`src/rtl/d_ext_pipe_pkg.sv`:
```
// Shared constants for the decode-stage immediate-extension pipe.
// Mode encodings, opcode width and the skid-buffer state type.
package d_ext_pipe_pkg;

  localparam int OP_W = 4;

  localparam logic [OP_W-1:0] EXT_ZERO = 4'd0;
  localparam logic [OP_W-1:0] EXT_SIGN = 4'd1;
  localparam logic [OP_W-1:0] EXT_LUI  = 4'd2;
  localparam logic [OP_W-1:0] EXT_BOFS = 4'd3;
  localparam logic [OP_W-1:0] EXT_BTGT = 4'd5;
  localparam logic [OP_W-1:0] EXT_JTGT = 4'd6;

  // Encoding is {main valid, skid valid}.
  typedef enum logic [1:0] {
    ST_EMPTY = 2'b00,
    ST_ONE   = 2'b10,
    ST_FULL  = 2'b11
  } buf_state_e;

endpackage

```
`src/rtl/d_ext_pipe_if.sv`:
```
// Request/response bundle of d_ext_pipe; master = producer/consumer side, slave = unit.
// D_EXT_PIPE_JADDR_EN adds the in_pc field used by the jump/branch-target modes.
interface d_ext_pipe_if
  import d_ext_pipe_pkg::*;
#(
  parameter int IMM_W  = 16,
  parameter int DATA_W = 32,
  parameter int TAG_W  = 5
);

  logic              in_valid;
  logic              in_ready;
  logic [IMM_W-1:0]  in_imm;
  logic [OP_W-1:0]   in_op;
  logic [TAG_W-1:0]  in_tag;
`ifdef D_EXT_PIPE_JADDR_EN
  logic [DATA_W-1:0] in_pc;
`endif
  logic              out_valid;
  logic              out_ready;
  logic [DATA_W-1:0] out_data;
  logic [TAG_W-1:0]  out_tag;
  logic              out_err;

  modport master (
`ifdef D_EXT_PIPE_JADDR_EN
    output in_pc,
`endif
    output in_valid, in_imm, in_op, in_tag, out_ready,
    input  in_ready, out_valid, out_data, out_tag, out_err
  );

  modport slave (
`ifdef D_EXT_PIPE_JADDR_EN
    input  in_pc,
`endif
    input  in_valid, in_imm, in_op, in_tag, out_ready,
    output in_ready, out_valid, out_data, out_tag, out_err
  );

endinterface

```
`src/rtl/d_ext_pipe_core.sv`:
```
// d_ext_core: combinational immediate-extension mode mux (imm, op, pc -> data, err).
// D_EXT_PIPE_JADDR_EN enables the pc-relative BTGT and JTGT modes.
module d_ext_core
  import d_ext_pipe_pkg::*;
#(
  parameter int IMM_W  = 16,
  parameter int DATA_W = 32
) (
  input  logic [IMM_W-1:0]  imm,
  input  logic [OP_W-1:0]   op,
`ifdef D_EXT_PIPE_JADDR_EN
  input  logic [DATA_W-1:0] pc,
`endif
  output logic [DATA_W-1:0] data,
  output logic              err
);

  logic [DATA_W-1:0] sext_s;
  logic [DATA_W-1:0] bofs_s;

  assign sext_s = {{(DATA_W-IMM_W){imm[IMM_W-1]}}, imm};
  assign bofs_s = {sext_s[DATA_W-3:0], 2'b00};

`ifdef D_EXT_PIPE_JADDR_EN
  // JTGT keeps the pc+4 bits above the shifted immediate field.
  localparam logic [DATA_W-1:0] JT_LOW_MASK = (DATA_W'(1'b1) << (IMM_W + 2)) - DATA_W'(1'b1);

  logic [DATA_W-1:0] pc_plus4_s;
  logic [DATA_W-1:0] btgt_s;
  logic [DATA_W-1:0] jtgt_s;

  assign pc_plus4_s = pc + DATA_W'(3'd4);
  assign btgt_s     = pc_plus4_s + bofs_s;
  assign jtgt_s     = (pc_plus4_s & ~JT_LOW_MASK) | DATA_W'({imm, 2'b00});
`endif

  // Mode select; undefined modes return zero with the error flag set.
  always_comb begin
    data = '0;
    err  = 1'b0;
    case (op)
      EXT_ZERO: data = DATA_W'(imm);
      EXT_SIGN: data = sext_s;
      EXT_LUI:  data = {imm, {(DATA_W-IMM_W){1'b0}}};
      EXT_BOFS: data = bofs_s;
`ifdef D_EXT_PIPE_JADDR_EN
      EXT_BTGT: data = btgt_s;
      EXT_JTGT: data = jtgt_s;
`endif
      default: begin
        data = '0;
        err  = 1'b1;
      end
    endcase
  end

endmodule

```
`src/rtl/d_ext_pipe.sv`:
```
// d_ext_pipe: registered immediate-extension stage with a 2-entry skid buffer.
// D_EXT_PIPE_JADDR_EN adds the pc input and the BTGT/JTGT modes.
module d_ext_pipe
  import d_ext_pipe_pkg::*;
#(
  parameter int IMM_W  = 16,
  parameter int DATA_W = 32,
  parameter int TAG_W  = 5
) (
  input  logic         clk,
  input  logic         reset,
  input  logic         flush,
  d_ext_pipe_if.slave  bus
);

  logic [DATA_W-1:0] ext_data_s;
  logic              ext_err_s;

  buf_state_e        state_r;
  buf_state_e        state_s;
  logic              in_ready_r;
  logic              in_fire_s;
  logic              out_fire_s;
  logic              load_m_in_s;
  logic              load_m_skid_s;
  logic              load_s_s;

  logic [DATA_W-1:0] m_data_r;
  logic [TAG_W-1:0]  m_tag_r;
  logic              m_err_r;
  logic [DATA_W-1:0] s_data_r;
  logic [TAG_W-1:0]  s_tag_r;
  logic              s_err_r;

  d_ext_core #(
    .IMM_W  (IMM_W),
    .DATA_W (DATA_W)
  ) u_core (
    .imm  (bus.in_imm),
    .op   (bus.in_op),
`ifdef D_EXT_PIPE_JADDR_EN
    .pc   (bus.in_pc),
`endif
    .data (ext_data_s),
    .err  (ext_err_s)
  );

  // An input offered during flush is dropped even when in_ready is high.
  assign in_fire_s  = bus.in_valid && in_ready_r && !flush;
  assign out_fire_s = (state_r != ST_EMPTY) && bus.out_ready;

  // Buffer occupancy state register; in_ready is registered from the next state.
  always_ff @(posedge clk) begin
    if (reset) begin
      state_r    <= ST_EMPTY;
      in_ready_r <= 1'b1;
    end else begin
      state_r    <= state_s;
      in_ready_r <= (state_s != ST_FULL);
    end
  end

  // Next-state and load-enable decode for the main/skid entries.
  always_comb begin
    state_s       = state_r;
    load_m_in_s   = 1'b0;
    load_m_skid_s = 1'b0;
    load_s_s      = 1'b0;
    if (flush) begin
      state_s = ST_EMPTY;
    end else begin
      case (state_r)
        ST_EMPTY: begin
          if (in_fire_s) begin
            state_s     = ST_ONE;
            load_m_in_s = 1'b1;
          end else begin
            state_s = ST_EMPTY;
          end
        end
        ST_ONE: begin
          if (in_fire_s && out_fire_s) begin
            load_m_in_s = 1'b1;
          end else if (in_fire_s) begin
            state_s  = ST_FULL;
            load_s_s = 1'b1;
          end else if (out_fire_s) begin
            state_s = ST_EMPTY;
          end else begin
            state_s = ST_ONE;
          end
        end
        ST_FULL: begin
          if (out_fire_s) begin
            state_s       = ST_ONE;
            load_m_skid_s = 1'b1;
          end else begin
            state_s = ST_FULL;
          end
        end
        default: state_s = ST_EMPTY;
      endcase
    end
  end

  // Entry payloads; only reset clears them so flushed data stays visible but invalid.
  always_ff @(posedge clk) begin
    if (reset) begin
      m_data_r <= '0;
      m_tag_r  <= '0;
      m_err_r  <= 1'b0;
      s_data_r <= '0;
      s_tag_r  <= '0;
      s_err_r  <= 1'b0;
    end else begin
      if (load_m_in_s) begin
        m_data_r <= ext_data_s;
        m_tag_r  <= bus.in_tag;
        m_err_r  <= ext_err_s;
      end else if (load_m_skid_s) begin
        m_data_r <= s_data_r;
        m_tag_r  <= s_tag_r;
        m_err_r  <= s_err_r;
      end
      if (load_s_s) begin
        s_data_r <= ext_data_s;
        s_tag_r  <= bus.in_tag;
        s_err_r  <= ext_err_s;
      end
    end
  end

  assign bus.in_ready  = in_ready_r;
  assign bus.out_valid = (state_r != ST_EMPTY);
  assign bus.out_data  = m_data_r;
  assign bus.out_tag   = m_tag_r;
  assign bus.out_err   = m_err_r;

endmodule

```
`src/flat_wrapper.sv`:
```
// flat-port wrapper written by rule: the top's interface ports become plain ports
module d_ext_pipe_flat import d_ext_pipe_pkg::*;
#(
  parameter int IMM_W  = 16,
  parameter int DATA_W = 32,
  parameter int TAG_W  = 5
)
  (clk, reset, flush, bus_in_valid, bus_in_imm, bus_in_op, bus_in_tag, bus_out_ready, bus_in_ready, bus_out_valid, bus_out_data, bus_out_tag, bus_out_err);
  d_ext_pipe_if #(.IMM_W(IMM_W), .DATA_W(DATA_W), .TAG_W(TAG_W)) bus_i ();
  input  logic clk;
  input  logic reset;
  input  logic flush;
  input wire logic [$bits(bus_i.in_valid)-1:0] bus_in_valid;
  input wire logic [$bits(bus_i.in_imm)-1:0] bus_in_imm;
  input wire logic [$bits(bus_i.in_op)-1:0] bus_in_op;
  input wire logic [$bits(bus_i.in_tag)-1:0] bus_in_tag;
  input wire logic [$bits(bus_i.out_ready)-1:0] bus_out_ready;
  output wire logic [$bits(bus_i.in_ready)-1:0] bus_in_ready;
  output wire logic [$bits(bus_i.out_valid)-1:0] bus_out_valid;
  output wire logic [$bits(bus_i.out_data)-1:0] bus_out_data;
  output wire logic [$bits(bus_i.out_tag)-1:0] bus_out_tag;
  output wire logic [$bits(bus_i.out_err)-1:0] bus_out_err;
  assign bus_i.in_valid = bus_in_valid;
  assign bus_i.in_imm = bus_in_imm;
  assign bus_i.in_op = bus_in_op;
  assign bus_i.in_tag = bus_in_tag;
  assign bus_i.out_ready = bus_out_ready;
  assign bus_in_ready = bus_i.in_ready;
  assign bus_out_valid = bus_i.out_valid;
  assign bus_out_data = bus_i.out_data;
  assign bus_out_tag = bus_i.out_tag;
  assign bus_out_err = bus_i.out_err;
  d_ext_pipe #(.IMM_W(IMM_W), .DATA_W(DATA_W), .TAG_W(TAG_W)) u_core (.clk(clk), .reset(reset), .flush(flush), .bus(bus_i));
endmodule
```
`config.mk`:
```
export PLATFORM = sky130hd
export DESIGN_NAME = d_ext_pipe_flat
export DESIGN_NICKNAME = d
export VERILOG_FILES = /design/src/rtl/d_ext_pipe_pkg.sv /design/src/rtl/d_ext_pipe_if.sv /design/src/rtl/d_ext_pipe_core.sv /design/src/rtl/d_ext_pipe.sv /design/src/flat_wrapper.sv
export SDC_FILE = /design/constraint.sdc
export NUM_CORES = 1
export LEC_CHECK = 0
export CAP_MARGIN = 25
export CORE_MARGIN = 3
export CORE_UTILIZATION = 58
export CTS_BUF_LIST = sky130_fd_sc_hd__clkbuf_2
export DETAILED_ROUTE_END_ITERATION = 10
export HOLD_SLACK_MARGIN = 0.12
export PLACE_DENSITY = 0.94
export SLEW_MARGIN = 5
export SYNTH_ARGS = -nofsm -noshare
export SYNTH_HDL_FRONTEND = slang
export SYNTH_SLANG_ARGS = --single-unit
```
`constraint.sdc`:
```
create_clock -name clk -period 3.6 [get_ports clk]
set_input_delay 0.54 -clock clk [delete_from_list [all_inputs] [get_ports clk]]
set_output_delay 0.54 -clock clk [all_outputs]
set_load 0.1 [all_outputs]
```
==> summary.md <==
| Metric | Value |
|---|---|
| Outcome | completed |
| Crit. End Element | primary output |
| Via Count | 3586 |
| FF-to-FF path depth | 4 |
| Final worst-path cycle share | 78.9% |
| Synth cell types | 39 |
| Seq/Total Area, Yosys | 43.4% |
| Die X | 85.3 microns |
| Num rows | 28 |
| IO Port Bufs | 69 |
| Critical Path Source | u_core.state_r[1] |
| First-pass GRT wire length | 15.8 mm |
| Root buf cell | clkbuf_2 |
| Syn Nets | 450 |
| Die height | 85.3 microns |
| Placed cell count | 532 |
| Max-slew violation count | 0 |
| Hold WC Path Type | reg -> reg |
| Routed len/inst | 17.9 microns |
| Finished Layout Cells | 547 |
| Fmax achieved | 0.352 GHz |
| RSZ-0062 raised after global routing | no |
| Final min period | 2.84 ns |
| Final Hold Fails | 0 |
| Drt drc | 0 |
| H-tree depth | 3 |
| CTS Buf Count | 9 |
| Reg2reg end | u_core.bus.out_data[14] |
| Largest net degree at the start of global routing | 37 |
| CTS resizes | 0 |
| Setup bufs post-CTS | 0 |
| Drt total wl | 9.77 mm |
| Endpoints failing setup | 0 |
| Critical Path Fanout Max | 8 |
| Diode count | 0 |
| Synthesized area | 0.00364 sq mm |
| Clock skew | 0.0239 ns |
| Ys flop type | dfxtp_1 |
| WP data arrival | 2.30 ns |
| Relative slew slack | 33.1% |
| # fillers | 446 |
| Total die area | 0.00727 sq mm |
| Overflow after GRT | 0 |
| Max-cap violations | 0 |
| Final #Nets | 498 |
| I/O Pins | 70 |
| CP endpoint | bus_out_valid |
| Actual slew at the worst max-slew pin | 1.00 ns |
| Synthesized flop and latch total | 79 |
| Share of layout cells above drive strength 1 | 7.20% |
| DR pass1 iterations | 5 |
| Post-Syn Instances | 420 |
| CTS tree | built |
| Ys Warns | 0 |
| Reg2Reg Setup Slack | 1.55 ns |
| GP Congestion | 0.889 |
| Global Route Usage Sum | 26.9% |
| Number of global-route vias before repair | 3228 |
| Pwr dens | 375 mW/mm^2 |
| Hold Buf Count CTS | 0 |
| Clk_lat worst skew | 0.53 ns |
| Sink Count | 79 |
| Final HPWL DP | 6.53 mm |
| Vias per inst | 6.56 |
| Mean Syn Cell Area | 8.67 sq um |
| CP required | 3.06 ns |
| Clock buffer depth | 2 |
| Maximum VDD drop | 0.238 mV |
| Area delta synth->final | 22.6% |
| EDFF count, synth | 0 |
| Starting Density | 60.8% |
| DR iter-0 viols | 320 |
| Asr flop ratio synth | 0% |
| Kind of critical path | reg -> out |
| Post-route setup TNS | 0 ns |
| DRT antenna net count | 0 |
| Startpoint types | register |
| Worst r2r src | u_core.state_r[1] |
| Worst-path clk slew | 0.21 ns |
| Pleak | 1.66 nW |
| Initial antenna violation count | 0 |
| Placeable Area | 0.00599 sq mm |
per-layer routing:
metal	GRT usage [%]	part of all wire, %	vias to the layer above
met5	0	0	-
met4	12.9	1.9	0
met3	5.15	8.8	21
met2	40.5	45	215
met1	37.1	45	1667
li1	-	-	1683
kinds of logic after synthesis:
logic type / share of synthesized area, %
buf+inv: 5.53
compound gates: 25.8
flops: 43.4
mux: 4.12
simple gates: 21.2
metrics by stage:
| stage | util [%] | instance area [sq um] | setup slack [ns] | hold slack, ns | total power [mW] |
|---|---|---|---|---|---|
| 2_1_floorplan | - | 3640 | 1.35 | 0.443 | 1.08 |
| 3_3_place_gp | 72.5 | 4340 | 0.942 | 0.456 | 1.16 |
| 3_5_place_dp | 72.5 | 4340 | 0.825 | 0.462 | 1.17 |
| 4_1_cts | 74.6 | 4470 | 0.766 | 0.472 | 1.67 |
| 5_1_grt | 74.6 | 4470 | 0.685 | 0.494 | 1.73 |
| 6_report | 74.6 | 4470 | 0.761 | 0.459 | 1.67 |
worst min path at each step:
stage / cells past startpoint / end / start
finish: 2 / u_core.bus.out_tag[2] / u_core.s_tag_r[2]
global route: 2 / u_core.bus.out_tag[2] / u_core.s_tag_r[2]
CTS: 2 / u_core.bus.out_tag[2] / u_core.s_tag_r[2]
detailed placement: 2 / u_core.bus.out_tag[2] / u_core.s_tag_r[2]
global placement: 2 / u_core.bus.out_tag[0] / u_core.s_tag_r[0]
floorplan: 2 / u_core.bus.out_data[0] / u_core.s_data_r[0]
cell usage in the layout (no fill, tap or decap), types with 2 or more instances in the layout:
master	Yosys	routed
a21oi_1	12	12
nand4_1	4	4
a31oi_1	8	8
nand3_1	9	9
o21ai_0	37	37
nor2b_1	30	30
nand2_1	43	43
o311ai_0	18	18
o22ai_1	43	43
clkinv_2	0	2
bufinv_16	0	2
o221ai_1	15	15
nand2b_1	2	2
and3b_1	15	15
mux2i_1	15	15
nor2_1	2	2
and3_1	14	14
clkbuf_2	0	10
o41ai_1	5	5
buf_4	0	14
inv_2	2	2
nor4b_1	2	2
or2_2	3	3
dfxtp_1	79	79
clkdlybuf4s50_1	0	69
nor3_1	2	2
state kept, by name, summed over array words and instances (netlist names):
register             flops
u_core.state_r           2
u_core.bus.out_data     32
u_core.bus.in_ready      1
u_core.bus.out_tag       5
u_core.s_data_r         32
u_core.s_err_r           1
u_core.s_tag_r           5
u_core.bus.out_err       1
worst max-delay path, stage by stage, from the launching register on:
cell and delay, ns:
dfxtp_1 0.50, or2_2 0.16, clkdlybuf4s50_1 1.12
power by group:
part,switching (mW),total [mW],leakage (nW),internal (mW)
Combinational,0.175,0.260,0.943,0.0852
Clock,0.295,0.519,0.0792,0.225
Sequential,0.00685,0.895,0.638,0.888
Total,0.476,1.67,1.66,1.20
final cells by class:
type | instances | area [sq um] | share of cell area, %
multi-input combinational | 292 | 1860 | 41.7
sequential | 79 | 1580 | 35.4
timing repair buffer | 83 | 796 | 17.8
tap | 75 | 93.8 | 2.10
clock inverter | 5 | 73.8 | 1.65
clock buffer | 10 | 50.0 | 1.12
inverter | 3 | 11.3 | 0.252
cells in the mapped netlist (all sizes together), types with 5 or more instances:
master,n,area share [%]
dfxtp,79,43
nand2,43,4.4
o22ai,43,7.4
o21ai,37,5.1
clkbuf,36,3.7
nor2b,30,5.2
o311ai,18,4.3
and3b,15,3.6
mux2i,15,4.1
o221ai,15,3.6
and3,14,2.4
a21oi,12,1.6
buf,10,1.5
nand3,9,1.2
a31oi,8,1.4
o41ai,5,1.2
(Power assumes the default switching activity.)
